==> src/rtl/iob_cache_write_channel_iob.sv <==
//============================================================================
// Module  : iob_cache_write_channel_iob
// Brief   : Cache write-back channel. Streams a dirty line to the back end
//           one beat at a time. Optional write-through of single front-end
//           words is built only when IOB_CACHE_WRITE_THROUGH_EN is defined.
// Revision: 1.0 - initial release
//============================================================================
`default_nettype none

module iob_cache_write_channel_iob #(
  parameter  int FE_ADDR_W     = 24,
  parameter  int FE_DATA_W     = 32,
  parameter  int BE_ADDR_W     = 24,
  parameter  int BE_DATA_W     = 32,
  parameter  int WORD_OFFSET_W = 2,
  localparam int BE_NBYTES     = BE_DATA_W / 8,
  localparam int BE_NBYTES_W   = $clog2(BE_NBYTES),
  localparam int LINE2BE_W     = WORD_OFFSET_W - $clog2(BE_DATA_W / FE_DATA_W),
  localparam int NBEATS        = 2 ** LINE2BE_W,
  localparam int LADDR_W       = FE_ADDR_W - (BE_NBYTES_W + LINE2BE_W)
) (
  input  logic                        clk_i,
  input  logic                        arst_n_i,
  input  logic                        write_valid_i,
  input  logic [LADDR_W-1:0]          write_addr_i,
  input  logic [BE_DATA_W*NBEATS-1:0] write_line_i,
`ifdef IOB_CACHE_WRITE_THROUGH_EN
  input  logic                                    wt_valid_i,
  input  logic [FE_ADDR_W-$clog2(FE_DATA_W/8)-1:0] wt_addr_i,
  input  logic [FE_DATA_W-1:0]                    wt_wdata_i,
  input  logic [FE_DATA_W/8-1:0]                  wt_wstrb_i,
`endif
  output logic                        write_ready_o,
  output logic                        write_done_o,
  output logic                        be_valid_o,
  output logic [BE_ADDR_W-1:0]        be_addr_o,
  output logic [BE_DATA_W-1:0]        be_wdata_o,
  output logic [BE_NBYTES-1:0]        be_wstrb_o,
  input  logic                        be_ack_i
);

  localparam int CNT_W = (LINE2BE_W > 0) ? LINE2BE_W : 1;
  localparam logic [BE_NBYTES-1:0] c_strb_ones = {BE_NBYTES{1'b1}};

  typedef enum logic [1:0] {
    S_IDLE = 2'd0,
    S_LINE = 2'd1,
    S_WORD = 2'd2,
    S_DONE = 2'd3
  } state_t;

  state_t                        r_state;
  logic [CNT_W-1:0]              r_beat;
  logic [LADDR_W-1:0]            r_addr;
  logic [BE_DATA_W*NBEATS-1:0]   r_line;
  logic [CNT_W-1:0]              w_beat_next;
  logic [BE_DATA_W-1:0]          w_beats [2**CNT_W];

  assign w_beat_next = r_beat + CNT_W'(1);

  // Beat table padded to a power of two so any counter value indexes safely.
  for (genvar gi = 0; gi < 2**CNT_W; gi++) begin : g_beat
    if (gi < NBEATS) begin : g_used
      assign w_beats[gi] = r_line[gi*BE_DATA_W +: BE_DATA_W];
    end else begin : g_pad
      assign w_beats[gi] = '0;
    end
  end

  function automatic logic [BE_ADDR_W-1:0] line_addr(input logic [LADDR_W-1:0] laddr,
                                                     input logic [CNT_W-1:0]   beat);
    logic [BE_ADDR_W-1:0] base;
    logic [BE_ADDR_W-1:0] off;
    base = BE_ADDR_W'(laddr) << (BE_NBYTES_W + LINE2BE_W);
    off  = BE_ADDR_W'(beat) << BE_NBYTES_W;
    return base | off;
  endfunction

`ifdef IOB_CACHE_WRITE_THROUGH_EN
  localparam int FE_NBYTES_W = $clog2(FE_DATA_W / 8);
  localparam int RATIO       = BE_DATA_W / FE_DATA_W;
  localparam logic [BE_ADDR_W-1:0] c_be_off_mask = BE_ADDR_W'(BE_NBYTES - 1);

  logic [BE_ADDR_W-1:0] w_wt_byte_addr;
  logic [BE_ADDR_W-1:0] w_wt_be_addr;
  logic [BE_ADDR_W-1:0] w_wt_off;
  logic [BE_NBYTES-1:0] w_wt_strb;
  logic [BE_DATA_W-1:0] w_wt_wdata;

  // The byte offset inside the back-end word selects the strobe lane.
  assign w_wt_byte_addr = BE_ADDR_W'(wt_addr_i) << FE_NBYTES_W;
  assign w_wt_be_addr   = w_wt_byte_addr & ~c_be_off_mask;
  assign w_wt_off       = w_wt_byte_addr & c_be_off_mask;
  assign w_wt_strb      = BE_NBYTES'(wt_wstrb_i) << w_wt_off;
  assign w_wt_wdata     = {RATIO{wt_wdata_i}};
`endif

  always_ff @(posedge clk_i or negedge arst_n_i) begin
    if (!arst_n_i) begin
      r_state       <= S_IDLE;
      r_beat        <= '0;
      r_addr        <= '0;
      r_line        <= '0;
      write_ready_o <= 1'b1;
      write_done_o  <= 1'b0;
      be_valid_o    <= 1'b0;
      be_addr_o     <= '0;
      be_wdata_o    <= '0;
      be_wstrb_o    <= '0;
    end else begin
      case (r_state)
        S_IDLE: begin
          if (write_valid_i) begin
            r_addr        <= write_addr_i;
            r_line        <= write_line_i;
            r_beat        <= '0;
            be_addr_o     <= line_addr(write_addr_i, '0);
            be_wdata_o    <= write_line_i[BE_DATA_W-1:0];
            be_wstrb_o    <= c_strb_ones;
            be_valid_o    <= 1'b1;
            write_ready_o <= 1'b0;
            r_state       <= S_LINE;
          end
`ifdef IOB_CACHE_WRITE_THROUGH_EN
          else if (wt_valid_i) begin
            be_addr_o     <= w_wt_be_addr;
            be_wdata_o    <= w_wt_wdata;
            be_wstrb_o    <= w_wt_strb;
            be_valid_o    <= 1'b1;
            write_ready_o <= 1'b0;
            r_state       <= S_WORD;
          end
`endif
        end

        S_LINE: begin
          if (be_ack_i) begin
            if (r_beat == CNT_W'(NBEATS - 1)) begin
              be_valid_o   <= 1'b0;
              be_wstrb_o   <= '0;
              write_done_o <= 1'b1;
              r_state      <= S_DONE;
            end else begin
              r_beat     <= w_beat_next;
              be_addr_o  <= line_addr(r_addr, w_beat_next);
              be_wdata_o <= w_beats[w_beat_next];
            end
          end
        end

`ifdef IOB_CACHE_WRITE_THROUGH_EN
        S_WORD: begin
          if (be_ack_i) begin
            be_valid_o   <= 1'b0;
            be_wstrb_o   <= '0;
            write_done_o <= 1'b1;
            r_state      <= S_DONE;
          end
        end
`endif

        S_DONE: begin
          write_done_o  <= 1'b0;
          write_ready_o <= 1'b1;
          r_state       <= S_IDLE;
        end

        default: begin
          be_valid_o    <= 1'b0;
          be_wstrb_o    <= '0;
          write_done_o  <= 1'b0;
          write_ready_o <= 1'b1;
          r_state       <= S_IDLE;
        end
      endcase
    end
  end

endmodule

`default_nettype wire

==> config.mk <==
export PLATFORM = sky130hd
export DESIGN_NAME = iob_cache_write_channel_iob
export DESIGN_NICKNAME = d
export VERILOG_FILES = /design/src/rtl/iob_cache_write_channel_iob.sv
export SDC_FILE = /design/constraint.sdc
export NUM_CORES = 1
export LEC_CHECK = 0
export BUFFER_PORTS_ARGS = -buffer_cell sky130_fd_sc_hd__buf_4
export CAP_MARGIN = 25
export CELL_PAD_IN_SITES_DETAIL_PLACEMENT = 1
export CELL_PAD_IN_SITES_GLOBAL_PLACEMENT = 2
export CORE_MARGIN = 1
export CORE_UTILIZATION = 38
export CTS_CLUSTER_DIAMETER = 150
export DETAILED_ROUTE_END_ITERATION = 12
export PLACE_DENSITY_LB_ADDON = 0.1
export SYNTH_ARGS = -nofsm -noshare
export SYNTH_HDL_FRONTEND = slang
export SYNTH_SLANG_ARGS = --single-unit
==> constraint.sdc <==
create_clock -name clk_i -period 5.2 [get_ports clk_i]
set_input_delay 0.52 -clock clk_i [delete_from_list [all_inputs] [get_ports clk_i]]
set_output_delay 0.52 -clock clk_i [all_outputs]
set_load 0.03 [all_outputs]
==> results.toml, run 1 <==
[final_layout]
layout.nets = 958
layout_commonest_cell = "buf_4"
drive_gt1_share_pct = 53.7
syn2layout_area_growth_pct = 28.7
layout_common_cells = "buf_4, dfrtp_1, mux2_2"
final_core_util_pct = 50.3

[placement]
port_buffers = 212
dp_hpwl_um = 15000
gp_congestion = 0.768

[yosys]
yosys.area.top_type = "dfrtp_1"
synthSimpleGateAreaFrac_pct = 5.83
synth.area.top_cells = "dfrtp_1, mux2_2, mux4_2"
synth_compound_area_share_pct = 5.40
synth_top_family_by_area = "multiplexers"
avgSynthCellArea_um2 = 14.7
muxShareOfSynthArea_pct = 27.0
synth-xor-area-share_pct = 0
synth_edf_count = 0
synth-seq-cells = 207
synthFlopType = "dfrtp_1"
synth_top_area_share_pct = 57.8
seq_area_frac_synth_pct = 58.1
async_flop_share_pct = 100
syn_inst = 606
ys.warnings.count = 0
synth_cell_types = 31
synth-adder-area-share_pct = 0.140
synth_area_um2 = 8920

[clock_network]
cts_tree = "built"
h-tree-depth = 1
clk_pin_slew_worst_paths_ns = 0.06
cts_resized = 0
post-cts-setup-buffer-count = 0
clock_sinks = 207
root_buffer = "clkbuf_16"
clk_latency_ns = 0.51
clk_path_buf_depth = 3
cts_made_buffers = 24

[worst_setup_path]
crit_path_end_kind = "register"
critPathKind = "reg -> reg"
crit_buf_inv = 2
cp-start-kind = "register"
required_ns = 5.59
critPathSlowestCell = "and4bb_2"
cp_max_fo = 42
timing.critical_path.max_delay_family = "buffers and inverters"
cp.arrival_ns = 2.96
worstPathCellList = "ha_2 > and4bb_2 > buf_4 > nor2_4 > buf_16 > a221o_1"
max_stage_delay_ns = 0.54

[grt]
antenna_found_initial = 1
grt_usage_pct = 19.3
grt_first_pass_wirelength_um = 36400
grt_start_max_net_pins = 127
grt_overflow_total = 0
first_global_vias = 6538

[sta]
fin_crit_ns = 2.58
fin_crit_sh_pct = 49.5
worst_pin_slew_ns = 0.995
relSlewSlack_pct = 33.6
tns_ns = 0
rsz0062_at_grt = "false"
timing.fmax_ghz = 0.388
setup_viol = 0
slew_violations = 0
final-hold-violation-count = 0
fin_worst_skew_ns = 0.0115

[power_and_ir_drop]
p_seq_share_pct = 37.1
swShare_pct = 34.5
combPwrFrac_pct = 42.9
p_int_uw = 5120
power.net_switching_uw = 2690
vdd_ir_drop_max_mv = 0.425
clkPwrFrac_pct = 20.0
powerDensity_nw_per_um2 = 680
p_leak_uw = 0.00512

[detailed_routing]
ant_nets = 0
drc = 0
firstDrtPassIters = 4
routed_via_density = 5.17
routed_wl_um = 22800
wl_per_cell_um = 20.1
vias = 5852
drt_iter0_drc = 191

[job]
maxCapViolCount = 0

[floorplan]
rows = 55
io_pins = 215
die_w_um = 155
dieArea_um2 = 24100
die_y_um = 155
coreArea_um2 = 22800
start_util_pct = 39.1

[outcome]
status = "finished, final reports clean"

[min_path]
hold_class = "in -> reg"
[layer usage]
metal,share of wire [%],global-route usage [%],vias to the layer above
met4,1.9,4.30,0
met3,6.0,4.82,34
met1,42,24.7,3046
met5,0,0,-
li1,-,-,2627
met2,50,33.2,145
[final timing paths]
kind,from,end,slack (ns),cells past startpoint
min in group asynchronous,arst_n_i,be_addr_o[14],0.48,2
hold reg to reg,write_ready_o,write_ready_o,0.49,2
hold / removal,write_line_i[112],r_line[112],0.24,2
max in group asynchronous,arst_n_i,r_beat[0],3.19,4
setup / recovery,be_addr_o[3],be_wdata_o[2],2.62,6
setup reg to reg,be_addr_o[3],be_wdata_o[2],2.62,6
[state kept, by name (all words and copies together) (netlist names)]
register,flops
r_line,128
be_wdata_o,32
be_addr_o,21
r_addr,20
r_state,2
be_wstrb_o,1
r_beat,1
write_done_o,1
write_ready_o,1
[kinds of logic (layout without fill, tap and decap cells)]
group,Yosys count,after routing
other,1,3
adders and majority gates,1,1
AOI/OAI and AO/OA,58,58
buffers and inverters,54,265
muxes,181,181
and+or+nand+nor,104,104
DFF,207,207
[worst register-to-register path, stage by stage (launching register included)]
cell	delay (ns)
dfrtp_1	0.42
ha_2	0.21
and4bb_2	0.54
buf_4	0.52
nor2_4	0.22
buf_16	0.24
a221o_1	0.32
[cells in the mapped netlist (2+ instances only)]
cell type	instances
a31oi_1	21
inv_1	2
nor2_1	5
and2_0	12
buf_1	2
buf_2	26
o21ai_0	2
buf_12	3
and2_1	20
nand2_1	42
mux4_1	3
nor3_1	20
mux4_2	29
buf_4	6
clkbuf_1	13
mux2_2	149
dfrtp_1	206
a221o_1	32
[what timing repair did]
action,CTS,global route
hold buffers,0,1
hold endpoints to repair,0,32
setup endpoints to repair,0,0
[cell type report]
type                       instances  area [um2]
multi-input combinational        346        3450
clock buffer                      36         707
tap                              313         392
clock inverter                     3        15.0
fill                            2301       11400
timing repair buffer             224        1730
sequential                       207        5180
antenna                            1        2.50
inverter                           2        7.51
[power by group through the flow]
| stage | combinational (uW) | sequential (uW) | clock, uW |
|---|---|---|---|
| after global routing | 3630 | 3000 | 1680 |
| final | 3350 | 2900 | 1560 |
| after CTS | 3390 | 2900 | 1610 |
| after global placement | 3270 | 2860 | 0 |
| after floorplan | 2110 | 3180 | 0 |
| after detailed placement | 3380 | 2920 | 0 |
[metrics by stage]
step / instance area (um2) / total power (uW) / hold WS [ns] / std cells / worst slack, ns
detailed placement: 10700 / 6310 / 0.485 / 1089 / 2.57
global placement: 10700 / 6140 / 0.468 / 1089 / 2.59
floorplan: 8930 / 5300 / 0.224 / 607 / 2.99
finish: 11500 / 7810 / 0.244 / 1132 / 2.62
global route: 11500 / 8310 / 0.230 / 1131 / 2.50
CTS: 11400 / 7900 / 0.223 / 1128 / 2.59
Note: power is estimated with default switching activity, not from simulation.
==> run 2, diff against run 1 <==
- ABC_AREA: default -> 1
- CORE_UTILIZATION: 38 -> 31
- clock period: 5.2 -> 2.6 ns (I/O delays scaled with it)
==> results.toml, run 2 <==
[outcome]
status = "finished, final reports clean"

[floorplan]
coreArea_um2 = 30600
rows = 64
die_y_um = 178
io_pins = 215
die_w_um = 178
dieArea_um2 = 31700
start_util_pct = 31.5

[yosys]
seq_area_frac_synth_pct = 53.8
synthFlopType = "dfrtp_1"
synth_edf_count = 0
synth_common_cells = "nand2_1, dfrtp_1, o21ai_0"
syn_inst = 1250
async_flop_share_pct = 100
ys.warnings.count = 0
synth.most_common_cell = "nand2_1"
yosys.area.top_type = "dfrtp_1"
synth_area_um2 = 9620
synth.area.top_cells = "dfrtp_1, nand2_1, o21ai_0"
synth-seq-cells = 207
avgSynthCellArea_um2 = 7.70
synth_top_area_share_pct = 53.6
synth_cell_types = 21

[final_layout]
fin_cells = 1990
top_register = "r_line"
largest_register_ffs = 128
multiInputGateArea_um2 = 3410
syn2layout_area_growth_pct = 42.9
reg_top3 = "r_line: 128 flops, be_wdata_o: 32 flops, be_addr_o: 21 flops"
layout_common_cells = "nand2_1, buf_4, dfrtp_1"
fill_cells = 3687
layout_commonest_cell = "nand2_1"
final_core_util_pct = 44.9
seq_area_um2 = 5180
drive_gt1_share_pct = 17.5
layout.nets = 1731

[detailed_routing]
firstDrtPassIters = 4
drt_iter0_drc = 372
ant_nets = 0
routed_via_density = 4.51
drc = 0
vias = 8978
routed_wl_um = 30100
wl_per_cell_um = 15.1

[power_and_ir_drop]
p_leak_uw = 0.00697
vdd_ir_drop_max_mv = 0.622
powerDensity_nw_per_um2 = 1230
fin_total_pwr_uw = 16900

[worst_setup_path]
cp-start-kind = "register"
r2r_cells = 7
reg2reg_to = "be_wdata_o[7]"
max_stage_delay_ns = 0.67
rrSetupSlack_ns = 0.71
cp_max_fo = 66
critPathKind = "reg -> out"
critPathSlowestCell = "buf_4"
crit_path_end_kind = "primary output"
cp.arrival_ns = 1.87
worstPathCellList = "buf_4 > buf_4"
required_ns = 2.34
crit_top_cell = "buf_4"
timing.rr.start = "r_beat[0]"

[sta]
final-hold-violation-count = 0
fin_worst_skew_ns = 0.00885
timing.fmax_ghz = 0.469
tns_ns = 0
whs_ns = 0.0277
setup_viol = 0
slew_violations = 0
relSlewSlack_pct = 43.3
rsz0062_at_grt = "false"
fin_crit_sh_pct = 81.9
fin_crit_ns = 2.13
worst_pin_slew_ns = 0.851

[clock_network]
h-tree-depth = 1
cts_tree = "built"
cts-hold-fix-buffers = 146
clk_pin_slew_worst_paths_ns = 0.05
clock_sinks = 207
cts_resized = 0
root_buffer = "clkbuf_16"
cts_made_buffers = 25
post-cts-setup-buffer-count = 0
clk_latency_ns = 0.51
clk_path_buf_depth = 3

[grt]
grt_usage_pct = 19.5
grt_overflow_total = 0
grt_first_pass_wirelength_um = 49500
met2_usage_pct = 34.1
busiest_layer = "met2"
first_global_vias = 9583
use_met1_pct = 25.4
antenna_found_initial = 1
grt_start_max_net_pins = 83
met3_usage_pct = 2.79

[placement]
dp_cells = 1801
dp_hpwl_um = 18800
port_buffers = 212
gp_congestion = 0.722

[min_path]
hold_end = "r_line[111]"
min-delay-start = "write_line_i[111]"
hold_class = "in -> reg"
hold_depth = 3

[job]
maxCapViolCount = 0
-- run 2: cell type report --
| class | instances | share of cell area (%) |
|---|---|---|
| diodes | 1 | 0.0182 |
| clock buffers | 42 | 5.52 |
| well taps | 396 | 3.60 |
| flip-flops and latches | 207 | 37.7 |
| multi-input cells | 806 | 24.8 |
| inverters | 158 | 4.37 |
| repair buffers | 380 | 24.0 |
-- run 2: cells by family after synthesis --
| group | after synthesis | synth area share [%] |
|---|---|---|
| other cells | 1 | 0.0390 |
| compound gates | 175 | 9.13 |
| buf+inv | 238 | 10.9 |
| flops | 207 | 53.8 |
| simple gates | 628 | 26.0 |
| fa+ha+maj | 1 | 0.130 |
-- run 2: through the flow --
stage / instance area (um2) / worst slack, ns
after floorplan: 9630 / 0.908
after global placement: 11500 / 0.793
after detailed placement: 11500 / 0.702
after CTS: 13700 / 0.390
after global routing: 13700 / 0.348
final: 13700 / 0.470
-- run 2: how the worst max path moves through the flow --
| stage | startpoint | end | slack, ns | depth (start not counted) |
|---|---|---|---|---|
| global route | r_beat[0] | be_addr_o[2] | 0.35 | 2 |
| finish | r_beat[0] | be_addr_o[2] | 0.47 | 2 |
| floorplan | r_beat[0] | be_wdata_o[14] | 0.91 | 8 |
| detailed placement | r_beat[0] | be_wdata_o[13] | 0.70 | 7 |
| global placement | r_state[1] | r_line[61] | 0.79 | 6 |
| CTS | r_beat[0] | be_addr_o[2] | 0.39 | 2 |
-- run 2: critical path: cells and delay by family (launching register included) --
| family | cells | cell delay [ns] |
|---|---|---|
| DFF | 1 | 0.38 |
| buffers and inverters | 2 | 0.96 |
-- run 2: layer usage --
layer	part of all wire, %	wire [um]	vias up
met5	0	0	-
met4	2.1	618	0
met3	3.4	1030	36
met2	49	14700	146
met1	46	13800	4320
li1	-	-	4476
-- run 2: power breakdown --
part           internal [uW]  switching, uW
Clock                   1960           1330
Combinational           2790           5350
Sequential              4820            633
